File: src/rtl/ddr3_rd_pkg.sv
// ddr3_rd_pkg: shared widths and elaboration-time helpers for the DDR3 read/write width converters.
package ddr3_rd_pkg;
  localparam int DEF_IN_WIDTH  = 256;
  localparam int DEF_OUT_WIDTH = 32;
  function automatic int clog2(input int v);
    int r;
    r = 0;
    for (int i = 0; i < 31; i++)
      if ((1 << i) < v) r = i + 1;
    return r;
  endfunction
  function automatic int words_per_beat(input int in_w, input int out_w);
    return in_w / out_w;
  endfunction
  function automatic int ptr_width(input int n);
    return (n > 1) ? clog2(n) : 1;
  endfunction
  function automatic int cnt_width(input int n);
    return clog2(n) + 1;
  endfunction
endpackage

File: src/rtl/ddr3_rd_beat_ram.sv
// ddr3_rd_beat_ram: DEPTH x W simple dual-port beat storage, registered write, asynchronous read (distributed RAM).
module ddr3_rd_beat_ram #(
  parameter int W     = 256,
  parameter int DEPTH = 8,
  parameter int AW    = 3
) (
  input  logic          clk,
  input  logic          we_i,
  input  logic [AW-1:0] waddr_i,
  input  logic [W-1:0]  wdata_i,
  input  logic [AW-1:0] raddr_i,
  output logic [W-1:0]  rdata_o
);
  logic [W-1:0] mem_q [DEPTH];
  always_ff @(posedge clk) begin
    if (we_i) mem_q[waddr_i] <= wdata_i;
  end
  assign rdata_o = mem_q[raddr_i];
endmodule

File: src/rtl/ddr3_rd_unpack.sv
// ddr3_rd_unpack: buffers wide DDR3 read beats and streams them out as narrow words over valid/ready.
// Define DDR3_RD_UNPACK_MSW_FIRST_EN to emit the most-significant word of each beat first.
module ddr3_rd_unpack
  import ddr3_rd_pkg::*;
#(
  parameter int IN_WIDTH        = DEF_IN_WIDTH,
  parameter int OUT_WIDTH       = DEF_OUT_WIDTH,
  parameter int DEPTH           = 8,
  parameter int ALMOST_FULL_NUM = 6
) (
  input  logic                  clk,
  input  logic                  rst,
  input  logic [IN_WIDTH-1:0]   in_data,
  input  logic                  in_valid,
  output logic                  in_ready,
  output logic                  almost_full,
  output logic [clog2(DEPTH):0] level,
  output logic [OUT_WIDTH-1:0]  out_data,
  output logic                  out_valid,
  input  logic                  out_ready,
  output logic                  ovf_err
);
  localparam int WPB = words_per_beat(IN_WIDTH, OUT_WIDTH);
  localparam int PW  = ptr_width(DEPTH);
  localparam int CW  = cnt_width(DEPTH);
  localparam int WW  = ptr_width(WPB);
  logic [PW-1:0] wr_ptr_q, wr_ptr_d, rd_ptr_q, rd_ptr_d;
  logic [CW-1:0] count_q, count_d;
  logic [WW-1:0] word_idx_q, word_idx_d, sel;
  logic ovf_q, ovf_d;
  logic push, fire, last, pop;
  logic [WPB-1:0][OUT_WIDTH-1:0] beat;
  ddr3_rd_beat_ram #(
    .W     (IN_WIDTH),
    .DEPTH (DEPTH),
    .AW    (PW)
  ) u_ram (
    .clk     (clk),
    .we_i    (push),
    .waddr_i (wr_ptr_q),
    .wdata_i (in_data),
    .raddr_i (rd_ptr_q),
    .rdata_o (beat)
  );
  assign in_ready    = count_q != CW'(DEPTH);
  assign almost_full = count_q >= CW'(ALMOST_FULL_NUM);
  assign level       = count_q;
  assign out_valid   = count_q != '0;
  assign ovf_err     = ovf_q;
  always_comb begin
`ifdef DDR3_RD_UNPACK_MSW_FIRST_EN
    sel = WW'(WPB - 1) - word_idx_q;
`else
    sel = word_idx_q;
`endif
    out_data   = out_valid ? beat[sel] : '0;
    push       = in_valid && in_ready;
    fire       = out_valid && out_ready;
    last       = word_idx_q == WW'(WPB - 1);
    pop        = fire && last;
    wr_ptr_d   = push ? wr_ptr_q + 1'b1 : wr_ptr_q;
    rd_ptr_d   = pop ? rd_ptr_q + 1'b1 : rd_ptr_q;
    word_idx_d = fire ? (last ? '0 : word_idx_q + 1'b1) : word_idx_q;
    count_d    = (push && !pop) ? count_q + 1'b1 : (pop && !push) ? count_q - 1'b1 : count_q;
    ovf_d      = ovf_q || (in_valid && !in_ready);
  end
  // Stored beats are left in place on reset; only the bookkeeping is cleared.
  always_ff @(posedge clk) begin
    if (rst) begin
      wr_ptr_q   <= '0;
      rd_ptr_q   <= '0;
      count_q    <= '0;
      word_idx_q <= '0;
      ovf_q      <= 1'b0;
    end else begin
      wr_ptr_q   <= wr_ptr_d;
      rd_ptr_q   <= rd_ptr_d;
      count_q    <= count_d;
      word_idx_q <= word_idx_d;
      ovf_q      <= ovf_d;
    end
  end
endmodule

File: config.mk
export PLATFORM = sky130hd
export DESIGN_NAME = ddr3_rd_unpack
export DESIGN_NICKNAME = d
export VERILOG_FILES = /design/src/rtl/ddr3_rd_pkg.sv /design/src/rtl/ddr3_rd_beat_ram.sv /design/src/rtl/ddr3_rd_unpack.sv
export SDC_FILE = /design/constraint.sdc
export NUM_CORES = 2
export LEC_CHECK = 0
export BUFFER_PORTS_ARGS = -buffer_cell sky130_fd_sc_hd__buf_4
export CORE_MARGIN = 5
export CORE_UTILIZATION = 50
export CTS_CLUSTER_SIZE = 30
export DETAILED_ROUTE_END_ITERATION = 6
export HOLD_SLACK_MARGIN = 0.08
export PLACE_DENSITY = 0.69
export SLEW_MARGIN = 30
export SYNTH_ARGS = -nofsm -noshare
export SYNTH_HDL_FRONTEND = slang
export SYNTH_SLANG_ARGS = --single-unit
File: constraint.sdc
create_clock -name clk -period 34.4 [get_ports clk]
set_input_delay 8.6 -clock clk [delete_from_list [all_inputs] [get_ports clk]]
set_output_delay 8.6 -clock clk [all_outputs]
set_load 0.005 [all_outputs]
==> results.cfg <==
[floorplanning]
die_height_um = 408
die_x_um = 408
start_util = 0.501
rows = 146
die_area_sq_um = 166000
num_io_pins = 300
core_area_sq_um = 158000

[sta]
worst_slew_pin_slew_ns = 1.07
hold_ws_ns = 0.479
finalSetupViolations = 0
max_freq_mhz = 68.4
timing.final.crit_share = 0.425
fin_tns_setup_ns = 0
skew_ns = 0.0217
maxSlewViolCount = 0
hold_violations = 0
relSlewSlack = 0.285
period_minus_slack_ns = 14.62
rsz0062_at_grt = false

[outcome]
outcome = complete, no violations

[power]
powerDensity_nw_per_um2 = 60.9
max-vdd-ir-drop_mv = 0.0525
finalPower_mw = 5.49
leakage_nw = 27.7

[place]
placed_cell_area_sq_um = 83700
finalWeightedCongestion = 0.768
port_buffers = 299
dp_hpwl_um = 112000

[cells_and_area]
final_cell_area_sq_um = 90100
final_cell_mix = edfxtp_1 (2048), mux4_2 (519), buf_4 (358)
fin_util = 0.571
final_net_count = 4077
syn2layout_area_growth_pct = 13.9
final_layout_size_suffix_gt1_frac = 0.307
layout_commonest_cell = edfxtp_1

[global_routing]
antenna_found_initial = 59
grt_overflow_total = 0
grt_max_degree = 124
grt_pass1_vias = 37200
grt_util_all_layers = 0.228
grt_pass1_wl_um = 273000

[cts]
cts.sinks = 2065
clockRootBuffer = clkbuf_16
cts_setup_buffers = 0
cts-buffers-inserted = 201
cts.htree.levels = 4
cts_tree = built
cts.reportedPaths.clkPinSlew_ns = 0.06
cts_hold_buf = 0
clockBufferDepth = 3
ctsResizeCount = 0
clk_latency_ns = 0.82

[run]
maxCapViolCount = 0

[detailed_routing]
wl_met1_um = 74700
via_count = 37300
routed.top_layer = met5
dr_wl_met2_um = 92300
ant_nets = 0
post_drt_wl_per_cell_um = 31.4
route.met3.wl_um = 18900
drt-initial-drc-count = 4073
dr.pass1.iters = 5
remaining_drc_errors = 0
avgViaCountPerCell = 6.14
routed_wl_um = 190000

[setup_path]
endpoint_kind = output port
cp_max_fo = 64
crit_path_start_kind = flip-flop
r2r_setup_slack_ns = 29.97
crit_arrival_ns = 6.02
worstSetupPathType = flip-flop to output port
cp.required_ns = 25.80

[synth]
ys_dominant_reg_cell = edfxtp_1
synth-async-reset-ratio = 0
ys_ff_latch = 2065
ys_seq_area_frac = 0.781
syn_inst = 3409
synth.distinct_cells = 53
yosysWarnings = 0
synth_area_sq_um = 79100
synth_nets = 3677
synth_edf_count = 2048
syn_avg_cell_area_sq_um = 23.2

[hold_path]
hp-class = flip-flop to flip-flop
-- cell usage after synthesis, drive strengths merged (3+ instances only) --
master  count  area, sq um
o21ai      17         85.1
clkbuf     42          158
dfxtp      17          340
xnor2       3         26.3
edfxtp   2048        61500
mux4      519        11700
a22oi      45          338
o41ai       3         26.3
nand2b     10         62.6
and2        3         18.8
or2         5         31.3
nor4        4         31.3
a211oi      8         60.1
buf       138          936
ha          7         87.6
and3        4         25.0
o22ai      27          169
nor3       23          115
nand4       8         50.1
nand2      88          330
inv         7         26.3
nand3      25          125
mux2i     157         1570
a21boi      3         22.5
xor2        4         35.0
nor2b      17          106
a221oi      4         35.0
a31oi      17          106
nor2       47          176
a32oi      10         87.6
a21oi      41          205
mux2       32          360
o211ai      9         67.6
-- final cells by class --
cell class                      count  area, sq um
Inverter                            7         26.3
Tap cell                         2072         2590
Fill cell                       11500        67700
Antenna cell                       29         72.6
Multi-Input combinational cell   1157        16300
Clock inverter                    101          906
Sequential cell                  2065        61900
Clock buffer                      259         5360
Timing Repair Buffer              377         3050
-- sequential cells by signal, indices dropped and copies added (netlist names), named ones only --
register / flops
ovf_err: 1
wr_ptr_q: 3
rd_ptr_q: 3
level: 4
u_ram.mem_q: 2048
sel: 3
-- per-layer routing --
layer | up-vias | global-route usage
met3 | 283 | 0.0735
met1 | 19900 | 0.314
met4 | 32 | 0.0610
met2 | 1645 | 0.357
li1 | 15400 | -
met5 | - | 0.0103
-- per-stage QoR --
step | cells | worst slack (ns)
after global routing | 6047 | 19.27
after detailed placement | 5674 | 20.59
after floorplan | 3409 | 0.165
final | 6067 | 19.78
after CTS | 6034 | 19.71
after global placement | 5674 | 20.33
-- kinds of logic (layout without fill, tap and decap cells) --
group | Yosys count | in the layout | synth area share
AND/OR/NAND/NOR | 241 | 241 | 0.0142
AO/OA/AOI/OAI | 193 | 193 | 0.0161
adder cells (fa/ha/maj) | 8 | 8 | 0.00136
XOR/XNOR | 7 | 7 | 0.000775
flip-flops | 2065 | 2065 | 0.781
multiplexers | 708 | 708 | 0.172
buffers and inverters | 187 | 744 | 0.0141
other | 0 | 29 | 0
-- path summary, 6_finish.rpt --
kind             start                  end  cells after the start
min reg2reg    ovf_err              ovf_err                      2
min            ovf_err              ovf_err                      2
max reg2reg   level[0]  u_ram.mem_q[7][147]                      9
max          flip-flop          out_data[2]                     10
-- worst max-delay path, stage by stage, from the launching register on --
cell     delay (ns)
dfxtp_4        0.82
buf_6          0.65
buf_4          0.82
buf_12         0.39
buf_16         0.43
mux4_2         0.57
mux2i_1        0.17
mux2i_1        0.10
o22ai_1        0.61
a31oi_1        0.16
buf_4          0.20
-- power by group --
group | switching (mW) | total (mW) | internal [mW] | leakage, nW
clock | 0.909 | 2.10 | 1.19 | 3.05
combinational | 0.310 | 0.471 | 0.162 | 5.90
sequential | 0.0317 | 2.92 | 2.89 | 18.7
total | 1.25 | 5.49 | 4.24 | 27.7
Note: power is estimated with default switching activity, not from simulation.
